### config.mk
export PLATFORM = sky130hd
export DESIGN_NAME = instr_fetch
export DESIGN_NICKNAME = d
export VERILOG_FILES = /design/src/rtl/instr_fetch_pkg.sv /design/src/rtl/instr_fetch_buf.sv /design/src/rtl/instr_fetch.sv
export SDC_FILE = /design/constraint.sdc
export NUM_CORES = 1
export LEC_CHECK = 0
export CORE_MARGIN = 8
export CORE_UTILIZATION = 47
export CTS_CLUSTER_SIZE = 20
export DETAILED_ROUTE_END_ITERATION = 8
export PLACE_DENSITY = 0.78
export SLEW_MARGIN = 0
export SYNTH_ARGS = -nofsm -noshare
export SYNTH_HDL_FRONTEND = slang
export SYNTH_SLANG_ARGS = --single-unit
### constraint.sdc
create_clock -name clk -period 3.3 [get_ports clk]
set_input_delay 0.66 -clock clk [delete_from_list [all_inputs] [get_ports clk]]
set_output_delay 0.66 -clock clk [all_outputs]
set_load 0.005 [all_outputs]
### src/rtl/instr_fetch_pkg.sv
// Shared types and constants for the instruction fetch unit.
package instr_fetch_pkg;

  localparam int unsigned INSTR_BYTES      = 3;
  localparam int unsigned INSTR_W          = 8 * INSTR_BYTES;
  localparam int unsigned DEF_ADDR_W       = 16;
  localparam logic [15:0] DEF_RESET_VECTOR = 16'h0000;

  typedef enum logic [2:0] {
    IDLE,
    B0,
    B1,
    B2,
    HOLD,
    DRAIN
  } fetch_state_t;

  // Byte index within the instruction addressed in a given fetch state.
  function automatic logic [1:0] byte_offset(input fetch_state_t s);
    case (s)
      B1:      return 2'd1;
      B2:      return 2'd2;
      default: return 2'd0;
    endcase
  endfunction

  function automatic logic is_req_state(input fetch_state_t s);
    return (s == B0) || (s == B1) || (s == B2) || (s == DRAIN);
  endfunction

endpackage

### src/rtl/instr_fetch_buf.sv
// One-entry prefetch buffer holding an assembled instruction and its address.
module instr_fetch_buf
  import instr_fetch_pkg::*;
#(
  parameter int unsigned ADDR_W = DEF_ADDR_W
) (
  input  logic               clk,
  input  logic               rst,
  input  logic               load_i,
  input  logic               pop_i,
  input  logic               flush_i,
  input  logic [INSTR_W-1:0] raw_i,
  input  logic [ADDR_W-1:0]  ai_i,
  output logic [INSTR_W-1:0] raw_o,
  output logic [ADDR_W-1:0]  ai_o,
  output logic               valid_o
);

  logic [INSTR_W-1:0] raw_q;
  logic [ADDR_W-1:0]  ai_q;
  logic               valid_q;

  // Load beats pop so a refill in the same cycle as a pop keeps the entry valid.
  always_ff @(posedge clk or negedge rst) begin
    if (!rst) begin
      raw_q   <= '0;
      ai_q    <= '0;
      valid_q <= 1'b0;
    end else if (flush_i) begin
      valid_q <= 1'b0;
    end else if (load_i) begin
      raw_q   <= raw_i;
      ai_q    <= ai_i;
      valid_q <= 1'b1;
    end else if (pop_i) begin
      valid_q <= 1'b0;
    end
  end

  assign raw_o   = raw_q;
  assign ai_o    = ai_q;
  assign valid_o = valid_q;

endmodule

### src/rtl/instr_fetch.sv
// Instruction fetch: assembles 3 big-endian bytes into one instruction for the ecu.
// Optional INSTR_FETCH_PREFETCH_EN adds a one-entry buffer that fetches past a held instruction.
module instr_fetch
  import instr_fetch_pkg::*;
#(
  parameter int unsigned       ADDR_W       = DEF_ADDR_W,
  parameter logic [ADDR_W-1:0] RESET_VECTOR = ADDR_W'(DEF_RESET_VECTOR)
) (
  input  logic               clk,
  input  logic               rst,
  output logic               mem_req,
  output logic [ADDR_W-1:0]  mem_addr,
  input  logic [7:0]         mem_rdata,
  input  logic               mem_ack,
  output logic [INSTR_W-1:0] raw,
  output logic [ADDR_W-1:0]  ai,
  output logic               instr_valid,
  input  logic               instr_ready,
  input  logic               redirect_valid,
  input  logic [ADDR_W-1:0]  redirect_addr
);

  fetch_state_t       state_q, state_d;
  logic [ADDR_W-1:0]  pc_q, pc_d;
  logic [ADDR_W-1:0]  ai_q, ai_d;
  logic [ADDR_W-1:0]  mem_addr_q, mem_addr_d;
  logic [7:0]         byte0_q, byte0_d;
  logic [7:0]         byte1_q, byte1_d;
  logic [INSTR_W-1:0] raw_q, raw_d;
  logic [INSTR_W-1:0] new_raw_c;
  logic               valid_q, valid_d;
  logic               mem_req_q, mem_req_d;
  logic               ack_c, xfer_c, done_c, cont_c, resume_c;

  assign ack_c     = mem_req_q & mem_ack;
  assign xfer_c    = valid_q & instr_ready;
  assign done_c    = (state_q == B2) & ack_c & ~redirect_valid;
  assign new_raw_c = {byte0_q, byte1_q, mem_rdata};

`ifdef INSTR_FETCH_PREFETCH_EN
  logic               buf_load_c, buf_pop_c, buf_flush_c, buf_valid;
  logic [INSTR_W-1:0] buf_raw;
  logic [ADDR_W-1:0]  buf_ai;

  instr_fetch_buf #(.ADDR_W(ADDR_W)) u_buf (
    .clk     (clk),
    .rst     (rst),
    .load_i  (buf_load_c),
    .pop_i   (buf_pop_c),
    .flush_i (buf_flush_c),
    .raw_i   (new_raw_c),
    .ai_i    (pc_q),
    .raw_o   (buf_raw),
    .ai_o    (buf_ai),
    .valid_o (buf_valid)
  );

  // Keep fetching while output + buffer will still have a free slot.
  assign cont_c   = ~buf_valid & (~valid_q | xfer_c);
  assign resume_c = ~buf_valid | xfer_c;
`else
  assign cont_c   = 1'b0;
  assign resume_c = xfer_c;
`endif

  always_ff @(posedge clk or negedge rst) begin
    if (!rst) state_q <= IDLE;
    else      state_q <= state_d;
  end

  // Redirect overrides everything; an unacked request must finish in DRAIN first.
  always_comb begin
    state_d = state_q;
    if (redirect_valid) begin
      state_d = (mem_req_q && !mem_ack) ? DRAIN : B0;
    end else begin
      case (state_q)
        IDLE:    state_d = B0;
        B0:      if (ack_c) state_d = B1;
        B1:      if (ack_c) state_d = B2;
        B2:      if (ack_c) state_d = cont_c ? B0 : HOLD;
        HOLD:    if (resume_c) state_d = B0;
        DRAIN:   if (ack_c) state_d = B0;
        default: state_d = IDLE;
      endcase
    end
  end

  always_comb begin
    pc_d    = pc_q;
    byte0_d = byte0_q;
    byte1_d = byte1_q;
    raw_d   = raw_q;
    ai_d    = ai_q;
    valid_d = valid_q & ~xfer_c;
`ifdef INSTR_FETCH_PREFETCH_EN
    buf_load_c  = 1'b0;
    buf_pop_c   = 1'b0;
    buf_flush_c = redirect_valid;
`endif
    if (ack_c && state_q == B0) byte0_d = mem_rdata;
    if (ack_c && state_q == B1) byte1_d = mem_rdata;

    if (redirect_valid) begin
      pc_d    = redirect_addr;
      valid_d = 1'b0;
    end else begin
      if (done_c) pc_d = pc_q + ADDR_W'(INSTR_BYTES);
`ifdef INSTR_FETCH_PREFETCH_EN
      // Output slot frees up: refill from buffer first, else from the fresh fetch.
      if (!valid_q || xfer_c) begin
        if (buf_valid) begin
          raw_d      = buf_raw;
          ai_d       = buf_ai;
          valid_d    = 1'b1;
          buf_pop_c  = 1'b1;
          buf_load_c = done_c;
        end else if (done_c) begin
          raw_d   = new_raw_c;
          ai_d    = pc_q;
          valid_d = 1'b1;
        end
      end else if (done_c) begin
        buf_load_c = 1'b1;
      end
`else
      if (done_c) begin
        raw_d   = new_raw_c;
        ai_d    = pc_q;
        valid_d = 1'b1;
      end
`endif
    end

    // Address stays frozen in DRAIN so the outstanding request is not disturbed.
    mem_req_d  = is_req_state(state_d);
    mem_addr_d = (state_d == DRAIN) ? mem_addr_q
                                    : pc_d + ADDR_W'(byte_offset(state_d));
  end

  always_ff @(posedge clk or negedge rst) begin
    if (!rst) begin
      pc_q       <= RESET_VECTOR;
      mem_addr_q <= RESET_VECTOR;
      mem_req_q  <= 1'b0;
      byte0_q    <= '0;
      byte1_q    <= '0;
      raw_q      <= '0;
      ai_q       <= '0;
      valid_q    <= 1'b0;
    end else begin
      pc_q       <= pc_d;
      mem_addr_q <= mem_addr_d;
      mem_req_q  <= mem_req_d;
      byte0_q    <= byte0_d;
      byte1_q    <= byte1_d;
      raw_q      <= raw_d;
      ai_q       <= ai_d;
      valid_q    <= valid_d;
    end
  end

  assign mem_req     = mem_req_q;
  assign mem_addr    = mem_addr_q;
  assign raw         = raw_q;
  assign ai          = ai_q;
  assign instr_valid = valid_q;

endmodule

==> results of run 1 <==
-- routing by layer --
metal	vias up	wire length [µm]	global-route usage, %
met3	7	920	6.656
met5	-	0	0
met2	100	4694	26.06
met4	0	112	5.486
li1	1577	-	-
met1	1561	4583	20.69
-- worst max-delay path: cells and delay by family --
family                   cells  cell delay (ps)
buffers and inverters        2              540
adder cells (fa/ha/maj)      2              580
AND/OR/NAND/NOR              5             1250
AO/OA/AOI/OAI                2              340
-- logic make-up after synthesis --
logic type	after synthesis
compound gates	61
flops	93
buf+inv	27
xor+xnor	14
simple gates	109
mux	58
fa+ha+maj	4
-- state kept, by name, indices dropped and copies added (netlist names) --
register / cells
state_q: 3
raw: 24
byte1_q: 8
pc_q: 16
instr_valid: 1
ai: 16
byte0_q: 8
mem_req: 1
mem_addr: 16
-- Yosys cell counts (2+ instances only) --
cell      number
nor4_1         5
clkbuf_1      10
nor2b_1        3
a31oi_1        9
and4_1         2
nand2_1       29
o21a_1         3
and2_1         3
dfrtp_1       93
nand2_2        2
nand3_1        8
nand4_1        5
nand3_2        2
a31oi_4        4
nor3_1         5
o211ai_1       2
xnor2_1        5
or4_1          5
o31ai_1        6
o21ai_0       18
ha_1           3
o31a_1         4
or3_1          4
mux2_2        57
nand2b_1       6
xor2_1         9
buf_2          2
or4_4          2
nor2_1        17
a21oi_1        9
inv_1         13
-- stage by stage --
step,total power (W),hold slack [ps],std cells,TNS [ps],cell area (µm²)
after CTS,0.003873,341.0,610,0,5888
after floorplan,0.002258,364.4,366,0,4383
final,0.003818,330.7,610,0,5894
after global placement,0.003033,453.1,593,-1608,5679
after detailed placement,0.003085,471.2,593,-2506,5679
after global routing,0.004058,382.7,610,0,5894
-- power breakdown --
group / internal (W) / switching, W
sequential: 0.00151 / 0.000222
combinational: 0.000837 / 0.000476
clock: 0.000358 / 0.000416
-- worst max-delay path by stage --
stage	end	from	slack (ps)
after floorplan	mem_addr[14]$_DFFE_PN0P_	redirect_valid	20
after global placement	mem_addr[14]$_DFFE_PN0P_	mem_ack	-450
after detailed placement	mem_addr[14]$_DFFE_PN0P_	mem_ack	-540
after CTS	mem_addr[14]$_DFFE_PN0P_	mem_ack	220
after global routing	mem_addr[14]$_DFFE_PN0P_	mem_ack	2
final	mem_addr[14]$_DFFE_PN0P_	redirect_valid	200
-- layout make-up --
cell class                      count  area, µm²
Sequential cell                    93       2327
Tap cell                          111      138.9
Clock buffer                       10      127.6
Timing Repair Buffer              131       1220
Inverter                           13      48.80
Fill cell                         683       3258
Multi-Input combinational cell    246       1962
Clock inverter                      6      70.07
-- what timing repair did --
action | in CTS | in global routing
resized for setup | 3 | 1
pin swaps | 0 | 0
setup endpoints to repair | 2 | 2
buffers inserted | 1 | 0
cloned | 0 | 0
==> flow_summary.ini, run 1 <==
[synth]
yosysTopAreaCell = dfrtp_1
ys_ff_latch = 93
synth_xor_area_share_pct = 2.798
synth_edf_count = 0
avgSynthCellArea_um2 = 11.97
synthSimpleGateAreaFrac_pct = 14.71
synth.distinct_cells = 52
ys_seq_area_share_pct = 53.11
synth_top_area_share_pct = 53.11
synth_top_family_by_area = multiplexers
ys_warn_count = 0
synth_flop_cell = dfrtp_1
synth_mux_area_share_pct = 14.88
synth-compound-area-share_pct = 10.65
syn_area_um2 = 4382
async_flop_share_pct = 100.0
syn_inst = 366
synth.top_cells.by_area = dfrtp_1 (53%), mux2_2 (15%), nand2_1 (2.5%)
synth-adder-area-share_pct = 1.314
synth_nets = 399

[layout]
nets = 527
drive_gt1_share_pct = 28.46
diodes = 0
layout_commonest_cell = dfrtp_1
area_delta_synth_final_pct = 34.52
final_cell_mix = dfrtp_1 (93), clkdlybuf4s50_1 (84), mux2_2 (57), buf_4 (44), nand2_1 (29)
finish.utilization_pct = 64.40

[cts]
clockRootBuffer = clkbuf_8
cts.clk_slew.worst_paths_ps = 100
cts_hold_buf = 0
cts_buffer_depth = 2
cts_htree_levels = 3
clock-sinks = 93
tritoncts = yes
numCtsBuffers = 9
clock_latency_ps = 350

[drt]
dr.first_iter.drc_count = 116
antenna_left = 0
viasPerCell = 5.320
dr.pass1.iters = 4
wl_per_cell_um = 16.90
wl_um = 10310
vias = 3245
drc = 0

[floorplan]
io_pins = 87
row_count = 35
die_area_um2 = 12670
die_height_um = 112.6
die_w_um = 112.6
core_region_area_um2 = 9153
initial_core_util_pct = 47.87

[grt]
antenna_found_initial = 0
grt_overflow_total = 0
grt_use_total_pct = 16.72
first_global_vias = 3405
grt_max_degree = 52
grt_pass1_wl_um = 17040

[place]
port_buffers = 86
gp_congestion = 0.8511
hpwl_um = 7590
dp_slack_ps = -543.6

[min_path]
hp-class = primary input to async pin

[run]
drv.max_cap_violation_count = 0

[critical_path]
cp_common_cell = and2_1
slowest_delay_ps = 500
ff2ff_setup_slack_ps = 270
crit_fanout = 4
r2r_cells = 12
r2r-end = mem_addr[14]$_DFFE_PN0P_
worstSetupEndpointType = flip-flop
cp_cell_sequence = clkdlybuf4s50_1, nor3_2, and2_1, ha_1, inv_1, fa_1, a31oi_2, and2_1, nand2_2, or4_1, a31oi_1
reg2reg_from = state_q[2]$_DFF_PN0_
worstPathArrival_ps = 3390
path_class = primary input to flip-flop
worstPathRequired_ps = 3590
crit_slowest_cell = or4_1
cp-start-kind = primary input

[outcome]
status = complete, no violations

[sta]
grt_setup_unrepaired = false
fin_skew_ps = 8.777
setup_viol = 0
hold_violations = 0
tightest_slew_ps = 656.1
min_period_over_period_pct = 93.93
fin_crit_ps = 3100
fmax_mhz = 322.6
drv_slew = 0
slew-limit-headroom_pct = 56.26
setup_ws_ps = 200.2

[power_and_ir_drop]
power_density_nw_per_um2 = 647.8
power_leakage_nw = 2.499
vdd_drop_max_mv = 0.3815
No activity file was read; power rests on OpenSTA's default activity.
==> run 2: changes to the inputs <==
--- a/config.mk
+++ b/config.mk
@@ -9,7 +9,7 @@
 export CORE_UTILIZATION = 47
 export CTS_CLUSTER_SIZE = 20
 export DETAILED_ROUTE_END_ITERATION = 8
-export PLACE_DENSITY = 0.78
+export PLACE_DENSITY = 0.81
 export SLEW_MARGIN = 0
 export SYNTH_ARGS = -nofsm -noshare
 export SYNTH_HDL_FRONTEND = slang
==> flow_summary.ini, run 2 (synthesis gave the netlist of run 1 again) <==
[critical_path]
r2r_cells = 12
cp_cell_sequence = nand3_1, xor2_1, nor3_2, and2_1, ha_2, inv_1, fa_2, a31oi_4, and2_4, nand2_2, or4_4, a31oi_1
crit_fanout = 14
ff2ff_setup_slack_ps = 220
r2r-end = mem_addr[14]$_DFFE_PN0P_
slowest_delay_ps = 610
worstPathRequired_ps = 3570
cp-start-kind = flip-flop
worstPathArrival_ps = 3350
crit_buf_inv = 1
path_delay_family = simple AND/OR/NAND/NOR gates
worstSetupEndpointType = flip-flop
reg2reg_from = state_q[0]$_DFF_PN0_
path_class = flip-flop to flip-flop
crit_slowest_cell = dfrtp_1

[sta]
fin_skew_ps = 9.129
drv_slew = 0
tightest_slew_ps = 654.1
hold_violations = 0
min_period_over_period_pct = 93.32
fmax_mhz = 324.7
grt_setup_unrepaired = false
slew-limit-headroom_pct = 56.39
setup_tns_ps = 0
fin_crit_ps = 3080
setup_viol = 0

[drt]
antenna_left = 0
drc = 0
dr.first_iter.drc_count = 179
wl_per_cell_um = 17.62
vias = 3299
dr.pass1.iters = 4
wl_um = 10750
viasPerCell = 5.408

[grt]
first_global_vias = 3530
antenna_found_initial = 0
grt_overflow_total = 0
grt_pass1_wl_um = 17880
grt_max_degree = 52
grt_use_total_pct = 17.44

[place]
gp_congestion = 0.8804
hpwl_um = 7908
port_buffers = 86
postPlaceCellArea_um2 = 5679

[floorplan]
die_height_um = 112.6
initial_core_util_pct = 47.87
die_w_um = 112.6
die_area_um2 = 12670
io_pins = 87
core_region_area_um2 = 9153
row_count = 35

[power_and_ir_drop]
power_leakage_nw = 2.510
power_density_nw_per_um2 = 654.3
vdd_drop_max_mv = 0.4388
total_power_w = 0.003892

[layout]
largest_reg_flops = 24
drive_gt1_share_pct = 29.66
nets = 527
area_delta_synth_final_pct = 35.75
diodes = 0
postLayoutCellArea_um2 = 5948
final_cell_mix = dfrtp_1 (93), clkdlybuf4s50_1 (84), mux2_2 (57), buf_4 (43), nand2_1 (28)
layout_commonest_cell = dfrtp_1

[cts]
clockRootBuffer = clkbuf_8
tritoncts = yes
cts_hold_buf = 0
cts_buffer_depth = 2
cts_htree_levels = 3
clock_latency_ps = 350
clock-sinks = 93
numCtsBuffers = 9
cts.clk_slew.worst_paths_ps = 90

[outcome]
status = complete, no violations

[min_path]
hp-class = primary input to async pin

[run]
drv.max_cap_violation_count = 0
[run 2: cell types whose count changed in the layout (fill, tap and decap cells not counted), sizes merged]
cell	delta
bufinv	+1
clkinvlp	+2
dlygate4sd2	-1
clkinv	-1
inv	-1
clkbuf	-1
dlymetal6s2s	+1
[run 2: where the power goes]
group / switching, W / total, W / internal [W]
sequential: 0.000231 / 0.00174 / 0.00151
clock: 0.000406 / 0.000836 / 0.000429
combinational: 0.000477 / 0.00132 / 0.000839
[run 2: cell type report]
cell class	instances	area [µm²]
clock buffers	9	123.9
clock inverters	7	97.59
repair buffers	131	1227
well taps	111	138.9
inverters	13	48.80
flip-flops and latches	93	2327
multi-input cells	246	1984
fillers	658	3204
[run 2: worst max-delay path by stage]
stage	startpoint	end	slack (ps)	cells past startpoint
finish	state_q[0]$_DFF_PN0_	mem_addr[14]$_DFFE_PN0P_	220	12
global route	state_q[0]$_DFF_PN0_	mem_addr[14]$_DFFE_PN0P_	60	12
CTS	mem_ack	mem_addr[14]$_DFFE_PN0P_	5	14
detailed placement	mem_ack	mem_addr[14]$_DFFE_PN0P_	-480	14
global placement	mem_ack	mem_addr[14]$_DFFE_PN0P_	-410	13
floorplan	redirect_valid	mem_addr[14]$_DFFE_PN0P_	20	13
[run 2: per-layer routing]
metal / track usage (%) / wire length, µm / vias up
li1: - / - / 1574
met1: 20.77 / 4512 / 1598
met2: 28.45 / 5128 / 110
met3: 6.119 / 919 / 17
met4: 6.385 / 188 / 0
met5: 0 / 0 / -
[run 2: repair_timing]
item / in CTS / in global routing
endpoints found under the setup margin: 2 / 4
buffers inserted: 0 / 1
resized for setup: 6 / 5
pin swaps: 1 / 5
[run 2: through the flow]
stage | setup WS, ps | util (%) | hold WS, ps | cells
2_1_floorplan | 18.31 | - | 364.4 | 366
3_3_place_gp | -411.7 | 62.05 | 451.9 | 593
3_5_place_dp | -484.6 | 62.05 | 469.0 | 593
4_1_cts | 4.946 | 64.68 | 341.7 | 609
5_1_grt | 60.52 | 64.99 | 377.1 | 610
6_report | 220.3 | 64.99 | 326.3 | 610
==> run 3: changes to the inputs <==
--- a/config.mk
+++ b/config.mk
@@ -9,6 +9,7 @@
 export CORE_UTILIZATION = 47
 export CTS_CLUSTER_SIZE = 20
 export DETAILED_ROUTE_END_ITERATION = 8
+export GPL_ROUTABILITY_DRIVEN = 0
 export PLACE_DENSITY = 0.81
 export SLEW_MARGIN = 0
 export SYNTH_ARGS = -nofsm -noshare
==> results of run 3 <==
The final DEF is identical to that of run 2; final timing and power are the same.
